[config.mk]
export PLATFORM = sky130hd
export DESIGN_NAME = gray_codec_pipe
export DESIGN_NICKNAME = d
export VERILOG_FILES = /design/src/rtl/gray_codec_pipe.sv
export SDC_FILE = /design/constraint.sdc
export NUM_CORES = 1
export LEC_CHECK = 0
export ABC_CLOCK_PERIOD_IN_PS = 1700
export BUFFER_PORTS_ARGS = -buffer_cell sky130_fd_sc_hd__buf_2
export CAP_MARGIN = 10
export CORE_MARGIN = 2
export CORE_UTILIZATION = 40
export CTS_BUF_LIST = sky130_fd_sc_hd__clkbuf_16
export CTS_CLUSTER_SIZE = 28
export DETAILED_ROUTE_END_ITERATION = 8
export PLACE_DENSITY = 0.7
export SETUP_SLACK_MARGIN = 0.05
export SLEW_MARGIN = 20
export SYNTH_ARGS = -nofsm -noshare
export SYNTH_HDL_FRONTEND = slang
export SYNTH_SLANG_ARGS = --single-unit
export TNS_END_PERCENT = 5
[constraint.sdc]
create_clock -name i_clk -period 1.7 [get_ports i_clk]
set_clock_uncertainty 0.15 [all_clocks]
set_input_delay 0.085 -clock i_clk [delete_from_list [all_inputs] [get_ports i_clk]]
set_output_delay 0.085 -clock i_clk [all_outputs]
set_load 0.03 [all_outputs]
[src/rtl/gray_codec_pipe.sv]
// Two-stage valid/ready Gray codec: per-beat binary->Gray or Gray->binary conversion.
// Optional Gray adjacency checker enabled by defining GRAY_CODEC_STEP_CHK_EN.
module gray_codec_pipe #(
    parameter int WIDTH = 8
) (
    input  logic             i_clk,
    input  logic             i_rst_n,
    input  logic             i_clr,
    input  logic             i_vld,
    output logic             o_rdy,
    input  logic             i_mode,
    input  logic [WIDTH-1:0] i_data,
    output logic             o_vld,
    input  logic             i_rdy,
    output logic             o_mode,
    output logic [WIDTH-1:0] o_data,
    output logic             o_err
);

    // Stage 1: raw beat plus the adjacency verdict taken at acceptance time
    logic             s1_vld_reg;
    logic             s1_mode_reg;
    logic             s1_err_reg;
    logic [WIDTH-1:0] s1_data_reg;

    // Stage 2: converted beat driving the outputs
    logic             o_vld_reg;
    logic             o_mode_reg;
    logic             o_err_reg;
    logic [WIDTH-1:0] o_data_reg;

    logic             s1_rdy;
    logic             s2_rdy;
    logic             acc;
    logic             err_next;
    logic [WIDTH-1:0] b2g_next;
    logic [WIDTH-1:0] g2b_next;
    logic [WIDTH-1:0] conv_next;

    assign s2_rdy = !o_vld_reg || i_rdy;
    assign s1_rdy = !s1_vld_reg || s2_rdy;
    assign acc    = i_vld && s1_rdy;

    assign o_rdy  = s1_rdy;
    assign o_vld  = o_vld_reg;
    assign o_mode = o_mode_reg;
    assign o_data = o_data_reg;
    assign o_err  = o_err_reg;

    // Each decoded bit is the XOR of all Gray bits at or above it, written
    // as a reduction so there is no bit-to-bit chain inside one vector.
    generate
        for (genvar gi = 0; gi < WIDTH; gi++) begin : g_conv
            if (gi == WIDTH - 1) begin : g_msb
                assign b2g_next[gi] = s1_data_reg[gi];
                assign g2b_next[gi] = s1_data_reg[gi];
            end else begin : g_low
                assign b2g_next[gi] = s1_data_reg[gi] ^ s1_data_reg[gi+1];
                assign g2b_next[gi] = ^s1_data_reg[WIDTH-1:gi];
            end
        end
    endgenerate

    assign conv_next = s1_mode_reg ? g2b_next : b2g_next;

`ifdef GRAY_CODEC_STEP_CHK_EN
    localparam logic [WIDTH-1:0] ONE = {{(WIDTH-1){1'b0}}, 1'b1};

    logic             ref_vld_reg;
    logic [WIDTH-1:0] ref_data_reg;
    logic [WIDTH-1:0] step_diff;
    logic             step_one;
    logic             chk_hit;

    assign chk_hit   = acc && i_mode;
    assign step_diff = ref_data_reg ^ i_data;
    assign step_one  = (step_diff != '0) && ((step_diff & (step_diff - ONE)) == '0);
    // A clear in the acceptance cycle means this beat has no reference.
    assign err_next  = chk_hit && ref_vld_reg && !i_clr && !step_one;

    always_ff @(posedge i_clk or negedge i_rst_n) begin
        if (!i_rst_n) begin
            ref_vld_reg  <= 1'b0;
            ref_data_reg <= '0;
        end else if (chk_hit) begin
            ref_vld_reg  <= 1'b1;
            ref_data_reg <= i_data;
        end else if (i_clr) begin
            ref_vld_reg  <= 1'b0;
        end
    end
`else
    logic unused_clr;

    assign unused_clr = i_clr;
    assign err_next   = 1'b0;
`endif

    always_ff @(posedge i_clk or negedge i_rst_n) begin
        if (!i_rst_n) begin
            s1_vld_reg  <= 1'b0;
            s1_mode_reg <= 1'b0;
            s1_err_reg  <= 1'b0;
            s1_data_reg <= '0;
        end else if (s1_rdy) begin
            s1_vld_reg <= i_vld;
            if (acc) begin
                s1_mode_reg <= i_mode;
                s1_err_reg  <= err_next;
                s1_data_reg <= i_data;
            end
        end
    end

    // Output registers only move when the downstream side can take a beat.
    always_ff @(posedge i_clk or negedge i_rst_n) begin
        if (!i_rst_n) begin
            o_vld_reg  <= 1'b0;
            o_mode_reg <= 1'b0;
            o_err_reg  <= 1'b0;
            o_data_reg <= '0;
        end else if (s2_rdy) begin
            o_vld_reg <= s1_vld_reg;
            if (s1_vld_reg) begin
                o_mode_reg <= s1_mode_reg;
                o_err_reg  <= s1_err_reg;
                o_data_reg <= conv_next;
            end
        end
    end

endmodule

Yosys cells after proc, flatten, opt, wreduce, memory -nomap -nowiden
Cells that the tools add are included.
{ "classes": {"add_sub_neg": 0, "multipliers": 0, "div_mod_pow": 0, "order_cmp": 0, "n_eq_ne": 0, "shifts": 0, "muxes": 1, "bitwise": 7, "reduce_logical": 14} }
{ "ops": {"columns": ["op", "count"], "rows": [
  ["parity 8 bit", 1],
  ["2-to-1 mux 7 bit", 1],
  ["parity 7 bit", 1],
  ["bitwise XOR 1 bit", 7],
  ["parity 6 bit", 1],
  ["parity 5 bit", 1],
  ["AND reduction 2 bit", 2],
  ["parity 4 bit", 1],
  ["parity 3 bit", 1],
  ["zero test 1 bit", 2],
  ["logical OR 1 bit", 2],
  ["parity 2 bit", 1],
  ["logical AND 1 bit", 1]
]} }
{ "word_totals": {"ff_bits": 20, "latch_bits": 0, "ramBits": 0, "romBits": 0, "input_bits": 14, "out_inout_bits": 12, "wordCells": 28, "mem_count": 0} }

Depth between registers and ports, before layout
Gate-level depths: netlist (run 1).
{ "logic_depth": {"word_depth": 5, "ltp_mapped": 6, "ltp_nobuf": 4} }

Least setup slack after synthesis (run 1)
OpenSTA, ideal clock, no wires.
{ "synth_path": {"path_kind": "reg2reg", "start": "register o_vld_reg (netlist: o_vld)", "end": "register s1_data_reg[0]", "setup_time_ns": 0.125, "arrival_ns": 1.649, "t_required_ns": 1.425, "setup_slack_ns": -0.224, "stages_incl_launch_ff": 5, "path_buffers": 0, "synth_period_minus_slack_ns": 1.924, "path_cell_list": "dfrtp_1 > nor2b_1 > nand2_1 > nand2_1 > mux2_2"} }
{ "synth_between": {"elab_chain_len": 5} }
{ "synth_lines": {"columns": ["element", "line_no", "rtl"], "rows": [
  ["from (decl)", "27", "logic o_vld_reg;"],
  ["from (signal assigned)", "123", "o_vld_reg <= s1_vld_reg;"],
  ["zero test 1 bit *", "40", "assign s2_rdy = !o_vld_reg || i_rdy;"],
  ["logical OR 1 bit *", "40", null],
  ["logical OR 1 bit *", "41", "assign s1_rdy = !s1_vld_reg || s2_rdy;"],
  ["net o_rdy", "10", "output logic o_rdy,"],
  ["logical AND 1 bit", "42", "assign acc = i_vld && s1_rdy;"],
  ["AND reduction 2 bit (no line) *", null, null],
  ["to (signal assigned)", "110", "s1_data_reg <= i_data;"],
  ["to (decl)", "24", "logic [WIDTH-1:0] s1_data_reg;"]
]} }
The timed path passes the listed nets; every way through them passes the cells marked *.
A chain may end at the register's enable or synchronous reset.

Final worst setup path (run 1)
{ "layout_path": {"start": "register s1_data_reg[5]", "end": "register o_data_reg[0] (netlist: o_data[0])"} }
{ "layout_between": {"elab_chain_len": 2} }
{ "layout_lines": {"columns": ["element", "line_no", "rtl"], "rows": [
  ["parity 8 bit", "59", "assign g2b_next[gi] = ^s1_data_reg[WIDTH-1:gi];"],
  ["2-to-1 mux 7 bit", "64", "assign conv_next = s1_mode_reg ? g2b_next : b2g_next;"],
  ["to (signal assigned)", "127", "o_data_reg <= conv_next;"],
  ["to (decl)", "30", "logic [WIDTH-1:0] o_data_reg;"]
]} }
No other way between the ends.

==> results by group, run 1 <==
Global routing
  • Met2 track demand over resource: 0.270
  • Global routing usage on met1: 0.159
  • Global-route wire length before repair: 3.00 mm
  • Pin count of the biggest net entering global routing: 21
  • Met3 Resource Use GR: 0.0250
  • Global routing's busiest layer: met2
  • Overflow left after global routing: 0
  • Total global routing track utilization: 0.144
  • Number of global-route vias before repair: 709
  • Number of antenna violations at the first check in global routing: 0

Job
  • Max-cap check violation count: 0

Power
  • Sw frac: 0.342
  • Net switching power figure: 0.000680 W
  • Fraction of power consumed by the clock network: 0.238
  • Internal power contribution: 0.00131 W
  • Standby leakage power: 0.678 nW
  • Reg power frac: 0.338
  • Cell Pwr Density: 1400 nW/µm²
  • Maximum vdd ir drop: 0.783 mV
  • Part of the total power dissipated in combinational logic: 0.424

STA
  • TNS Setup: 0 ns
  • Setup slack after layout: 0.0191 ns
  • Highest clock rate: 0.595 GHz
  • Pins Over Slew Limit: 0
  • Setup violations, final: 0
  • Minimum clock period after layout: 1.68 ns
  • Final hold violation count: 0
  • Post-route clock period utilization: 0.989
  • Unrepaired setup endpoints after global routing: true

Floorplanning
  • Chip Height: 53.9 µm
  • Placement Rows: 18
  • Starting utilization of the core area: 0.413
  • Die extent in x: 53.9 µm
  • DIE AREA: 2900 µm²
  • Floorplan Core Area: 2410 µm²
  • Ports: 26

Yosys
  • Mux share of post-synthesis cell area: 0.125
  • Post-synthesis instance total: 80
  • Cell taking the most area after synthesis: sky130_fd_sc_hd__dfrtp_1
  • Count of different cell masters after synthesis: 23
  • Portion of the post-synthesis area used by sequential elements: 0.503
  • Netlist area before placement: 995 µm²
  • Syn Area/Cell: 12.4 µm²
  • Yosys reg bits: 20
  • Leading post-synthesis cells by cell area: sky130_fd_sc_hd__dfrtp_1, sky130_fd_sc_hd__mux2_2, sky130_fd_sc_hd__xnor2_1
  • Total nets after synthesis: 94
  • Adder-cell area share of the yosys netlist: 0
  • Share of the synthesized area in the top cell type: 0.503
  • Compound-gate portion of the synthesized area: 0.0591
  • Simple-gate portion of the synthesized area: 0.108
  • Parity-gate share of the synthesized area counting xor and xnor cells: 0.182
  • Total of warnings raised by yosys: 0
  • Dominant combinational cell family by area after synthesis: XOR/XNOR gates

Drt
  • Total routed wirelength: 1.83 mm
  • Number of search-and-repair iterations in the first detailed-routing pass: 4
  • Antenna Nets Post-Route: 0
  • Initial DRC count: 9
  • Count of vias placed by the detailed router: 704
  • Routed vias/inst: 4.57
  • Routed len/inst: 11.9 µm
  • Post-detailed-route DRC marker count: 0

Critical path
  • Worst Path Required: 1.70 ns
  • Cell Chain, Critical Path: xnor2_2 > xnor3_1 > and3_4 > o31ai_2
  • Critical setup path kind: flip-flop to flip-flop
  • Crit Reg-Reg Startpoint: s1_data_reg[5]
  • Worst setup path start: s1_data_reg[5]
  • Destination of the worst register-to-register timing path: o_data[0]
  • Max stage delay on crit path: 0.41 ns
  • Worst-case reg-to-reg path depth: 4
  • CP endpoint kind: flip-flop
  • Startpoint type of the worst setup path: flip-flop
  • Critical Path Slowest Stage Cell: sky130_fd_sc_hd__dfrtp_1
  • Arrival time of data at the critical path endpoint: 1.69 ns
  • Cell count along the critical path: 4
  • Crit path capture: o_data[0]
  • Crit path buf inv count: 0
  • Flop-to-flop setup slack: 0.02 ns
  • CP top delay family: XOR/XNOR gates
  • Worst-path maximum fanout: 3

Min path
  • Path class of the lowest-slack min-delay path: primary input to flip-flop

Placement
  • Number of I/O port buffers: 23
  • Worst Setup Slack post-DPL: -0.00235 ns
  • DP Cell Count: 136
  • Placer congestion estimate: 0.707
  • Detailed Place HPWL: 1.19 mm

Clock tree
  • CTS H-Tree Depth: 1
  • TritonCTS clock tree: built
  • CTS Buf Count: 3
  • Number of buffers on the longest clock path: 2
  • Clock Pin Slew Worst Setup and Hold Paths: 0.06 ns
  • Skew-Pair Late Insertion Delay: 0.25 ns
  • CTS root buffer: sky130_fd_sc_hd__clkbuf_16
  • Number of sinks handled by clock tree synthesis: 20

Finish
  • Post-layout nets: 139
  • Area taken by flip-flops and latches: 502 µm²
  • Antenna cell count: 0
  • Filler cell count: 208
  • Synthesis-to-finish area growth: 43.1%
  • Share of final-layout standard cells stronger than drive strength 1: 0.476
  • Fraction of the core area covered by cells at the end of the flow: 0.591
  • Number of standard cells in the layout, taps in and fillers out: 154
  • Commonest non-fill, non-tap cell in the layout: sky130_fd_sc_hd__buf_2
  • Most used cells in the layout excluding fill and tap cells: sky130_fd_sc_hd__buf_2, sky130_fd_sc_hd__dfrtp_1, sky130_fd_sc_hd__mux2_2, sky130_fd_sc_hd__dlygate4sd3_1, sky130_fd_sc_hd__buf_4
  • Area taken by multi-input logic gates: 505 µm²

Status
  • Outcome: finished, final reports clean
-- power groups by stage --
stage / clock network, W / logic, W / registers [W]
global placement: 0 / 0.000746 / 0.000679
global route: 0.000503 / 0.000909 / 0.000691
finish: 0.000474 / 0.000842 / 0.000671
CTS: 0.000483 / 0.000826 / 0.000674
detailed placement: 0 / 0.000762 / 0.000683
floorplan: 0 / 0.000380 / 0.000854
-- kinds of logic (layout without fill, tap and decap cells) --
group / after synthesis / count (layout)
flops: 20 / 20
compound gates: 9 / 9
simple gates: 21 / 21
mux: 11 / 11
other cells: 1 / 1
xor+xnor: 14 / 14
buf+inv: 4 / 48
-- synthesized netlist by cell type --
master,instances
sky130_fd_sc_hd__mux2_2,11
sky130_fd_sc_hd__nand2_1,11
sky130_fd_sc_hd__o31ai_1,1
sky130_fd_sc_hd__xnor3_1,1
sky130_fd_sc_hd__a21oi_1,2
sky130_fd_sc_hd__o31ai_2,1
sky130_fd_sc_hd__xor2_1,3
sky130_fd_sc_hd__nor2b_1,2
sky130_fd_sc_hd__and3_1,1
sky130_fd_sc_hd__xor3_1,2
sky130_fd_sc_hd__and3_4,1
sky130_fd_sc_hd__nand2b_1,3
sky130_fd_sc_hd__buf_4,1
sky130_fd_sc_hd__or2_2,1
sky130_fd_sc_hd__clkbuf_1,3
sky130_fd_sc_hd__nand4_1,1
sky130_fd_sc_hd__xnor2_2,2
sky130_fd_sc_hd__dfrtp_1,20
sky130_fd_sc_hd__xnor2_1,6
sky130_fd_sc_hd__conb_1,1
sky130_fd_sc_hd__nand3_1,1
sky130_fd_sc_hd__o21ai_0,4
sky130_fd_sc_hd__a211o_1,1
-- worst register-to-register path, cell delays in order, from the launching register on --
cell and delay, ns:
sky130_fd_sc_hd__dfrtp_1 0.41, sky130_fd_sc_hd__xnor2_2 0.27, sky130_fd_sc_hd__xnor3_1 0.39, sky130_fd_sc_hd__and3_4 0.20
sky130_fd_sc_hd__o31ai_2 0.17
-- cell type report --
class,count,share of cell area
Multi-Input combinational cell,56,0.355
Sequential cell,20,0.352
Timing Repair Buffer,44,0.211
Clock buffer,3,0.0527
Tap cell,30,0.0264
Clock inverter,1,0.00264
-- worst min-delay path by stage --
stage                       start        endpoint  slack [ns]  cells past startpoint
after global placement    i_rst_n  s1_data_reg[0]       -0.11                      1
after floorplan           i_rst_n       o_data[0]       -0.36                      0
after detailed placement  i_rst_n  s1_data_reg[0]        -0.1                      1
after CTS                   i_rdy      s1_vld_reg       0.009                      4
after global routing        i_rdy      s1_vld_reg        0.04                      4
final                       i_rdy      s1_vld_reg       0.006                      4
-- metal layers --
metal / part of all wire / up-vias / routed length, µm
met5: 0 / - / 0
met1: 0.40 / 333 / 732
li1: - / 355 / -
met2: 0.55 / 14 / 1010
met3: 0.042 / 2 / 77
met4: 0.0055 / 0 / 10
-- through the flow --
stage | instance area (µm²) | power (W) | hold slack, ns
4_1_cts | 1410 | 0.00198 | 0.00877
6_report | 1420 | 0.00199 | 0.00626
2_1_floorplan | 1000 | 0.00123 | -0.361
3_3_place_gp | 1190 | 0.00143 | -0.105
5_1_grt | 1420 | 0.00210 | 0.0409
3_5_place_dp | 1190 | 0.00145 | -0.0970
-- timing repair --
action | in CTS | in global routing
hold endpoints to repair | 30 | 0
gates cloned | 0 | 0
resized for setup | 1 | 4
setup endpoints to repair | 2 | 7
hold buffers | 11 | 0
pin swaps | 3 | 1
buffers inserted | 3 | 0
No activity file was read; power rests on OpenSTA's default activity.
==> inputs of run 2 (changes only) <==
--- a/config.mk
+++ b/config.mk
@@ -5,7 +5,7 @@
 export SDC_FILE = /design/constraint.sdc
 export NUM_CORES = 1
 export LEC_CHECK = 0
-export ABC_CLOCK_PERIOD_IN_PS = 1700
+export ABC_CLOCK_PERIOD_IN_PS = 2000
 export BUFFER_PORTS_ARGS = -buffer_cell sky130_fd_sc_hd__buf_2
 export CAP_MARGIN = 10
 export CORE_MARGIN = 2
@@ -13,7 +13,6 @@
 export CTS_BUF_LIST = sky130_fd_sc_hd__clkbuf_16
 export CTS_CLUSTER_SIZE = 28
 export DETAILED_ROUTE_END_ITERATION = 8
-export PLACE_DENSITY = 0.7
 export SETUP_SLACK_MARGIN = 0.05
 export SLEW_MARGIN = 20
 export SYNTH_ARGS = -nofsm -noshare
==> constraint.sdc (replaced) <==
create_clock -name i_clk -period 2 [get_ports i_clk]
set_clock_uncertainty 0.15 [all_clocks]
set_input_delay 0.1 -clock i_clk [delete_from_list [all_inputs] [get_ports i_clk]]
set_output_delay 0.1 -clock i_clk [all_outputs]
set_load 0.03 [all_outputs]
==> results by group, run 2 (synthesized netlist as in run 1, its figures left out) <==
STA
  • Hold_ws: 0.0397 ns
  • Pins Over Slew Limit: 0
  • Setup violations, final: 0
  • Minimum clock period after layout: 1.80 ns
  • TNS Setup: 0 ns
  • Setup slack after layout: 0.201 ns
  • Post-route clock period utilization: 0.899
  • Highest clock rate: 0.556 GHz
  • Unrepaired setup endpoints after global routing: false
  • Final hold violation count: 0

Critical path
  • Critical setup path kind: flip-flop to flip-flop
  • Worst-path maximum fanout: 4
  • Startpoint type of the worst setup path: flip-flop
  • CP endpoint kind: flip-flop
  • Worst Path Required: 2.01 ns
  • Arrival time of data at the critical path endpoint: 1.81 ns

Floorplanning
  • Chip Height: 53.9 µm
  • Ports: 26
  • Die extent in x: 53.9 µm
  • Starting utilization of the core area: 0.413
  • Placement Rows: 18
  • DIE AREA: 2900 µm²
  • Floorplan Core Area: 2410 µm²

Drt
  • Antenna Nets Post-Route: 0
  • Post-detailed-route DRC marker count: 0
  • Routed vias/inst: 4.61
  • Total routed wirelength: 1.66 mm
  • Routed len/inst: 11.4 µm
  • Number of search-and-repair iterations in the first detailed-routing pass: 2
  • Initial DRC count: 1
  • Count of vias placed by the detailed router: 669

Clock tree
  • CTS H-Tree Depth: 1
  • Skew-Pair Late Insertion Delay: 0.25 ns
  • Setup bufs post-CTS: 0
  • Number of buffers on the longest clock path: 2
  • CTS root buffer: sky130_fd_sc_hd__clkbuf_16
  • TritonCTS clock tree: built
  • Number of cells upsized or downsized after cts: 0
  • CTS Buf Count: 3
  • Clock Pin Slew Worst Setup and Hold Paths: 0.05 ns
  • Number of sinks handled by clock tree synthesis: 20

Global routing
  • Total global routing track utilization: 0.135
  • Global-route wire length before repair: 2.75 mm
  • Number of global-route vias before repair: 649
  • Overflow left after global routing: 0
  • Pin count of the biggest net entering global routing: 21
  • Number of antenna violations at the first check in global routing: 0

Power
  • Net switching power figure: 0.000552 W
  • Reg power frac: 0.335
  • Standby leakage power: 0.635 nW
  • Cell Pwr Density: 1280 nW/µm²
  • Part of the total power dissipated in combinational logic: 0.353
  • Internal power contribution: 0.00118 W
  • Fraction of power consumed by the clock network: 0.313
  • Maximum vdd ir drop: 0.661 mV
  • Sw frac: 0.318

Finish
  • Area taken by multi-input logic gates: 475 µm²
  • Synthesis-to-finish area growth: 35.8%
  • Area taken by flip-flops and latches: 500 µm²
  • Antenna cell count: 0
  • Post-layout nets: 130
  • Commonest non-fill, non-tap cell in the layout: sky130_fd_sc_hd__buf_2
  • Share of final-layout standard cells stronger than drive strength 1: 0.383
  • Most used cells in the layout excluding fill and tap cells: sky130_fd_sc_hd__buf_2, sky130_fd_sc_hd__dfrtp_1, sky130_fd_sc_hd__nand2_1, sky130_fd_sc_hd__mux2_2, sky130_fd_sc_hd__dlygate4sd3_1
  • Filler cell count: 223

Status
  • Outcome: finished, final reports clean

Min path
  • Path class of the lowest-slack min-delay path: primary input to flip-flop

Job
  • Max-cap check violation count: 0

Placement
  • Detailed Place HPWL: 1.17 mm
  • Placer congestion estimate: 0.716
  • Number of I/O port buffers: 23
  • Worst Setup Slack post-DPL: 0.182 ns
run 2: changes by cell type in the layout (fill, tap and decap cells not counted), moves of 2 or more:
cell                      before  now
sky130_fd_sc_hd__nand2_2       2    0
sky130_fd_sc_hd__xnor2_1       4    6
sky130_fd_sc_hd__xnor2_2       4    2
sky130_fd_sc_hd__nand2_1       9   11
sky130_fd_sc_hd__buf_4        10    1
run 2: path summary, 6_finish.rpt:
path / from / to / slack (ns) / cells after the start
setup / recovery: s1_data_reg[5] / o_data[0] / 0.20 / 4
hold / removal: i_rdy / s1_vld_reg / 0.04 / 4
setup reg to reg: s1_data_reg[5] / o_data[0] / 0.20 / 4
hold reg to reg: o_data[4] / o_data[4] / 0.32 / 2
max in group asynchronous: i_rst_n / o_data[5] / 1.23 / 2
min in group asynchronous: i_rst_n / s1_data_reg[0] / 0.17 / 2
run 2: layer usage:
metal | track usage | up-vias | routed length (µm)
met4 | 0.0769 | 0 | 32
met2 | 0.222 | 14 | 818
met5 | 0 | - | 0
li1 | - | 337 | -
met1 | 0.166 | 314 | 750
met3 | 0.0250 | 4 | 58
run 2: layout make-up:
type / count / share of cell area
Clock inverter: 1 / 0.0222
Timing Repair Buffer: 35 / 0.172
Clock buffer: 3 / 0.0556
Multi-Input combinational cell: 56 / 0.352
Sequential cell: 20 / 0.370
Tap cell: 30 / 0.0278
run 2: through the flow:
stage | cells | utilization | power (W) | cell area (µm²)
after floorplan | 80 | - | 0.00105 | 995
after global placement | 130 | 0.471 | 0.00117 | 1140
after detailed placement | 130 | 0.471 | 0.00119 | 1140
after CTS | 145 | 0.561 | 0.00176 | 1350
after global routing | 145 | 0.561 | 0.00183 | 1350
final | 145 | 0.561 | 0.00173 | 1350
run 2: timing repair:
action / CTS / global route
hold endpoints to repair: 30 / 0
setup endpoints to repair: 0 / 0
hold buffers: 11 / 0
run 2: worst max-delay path, cell delays in order (launching register included):
cell	delay [ns]
sky130_fd_sc_hd__dfrtp_1	0.45
sky130_fd_sc_hd__xnor2_2	0.29
sky130_fd_sc_hd__xnor3_1	0.47
sky130_fd_sc_hd__and3_4	0.19
sky130_fd_sc_hd__o31ai_2	0.16
run 2: power groups by stage:
stage | Sequential, W | Clock [W] | Combinational [W]
floorplan | 0.000725 | 0 | 0.000321
CTS | 0.000583 | 0.000556 | 0.000619
global route | 0.000594 | 0.000578 | 0.000660
detailed placement | 0.000591 | 0 | 0.000601
global placement | 0.000584 | 0 | 0.000590
finish | 0.000580 | 0.000543 | 0.000611
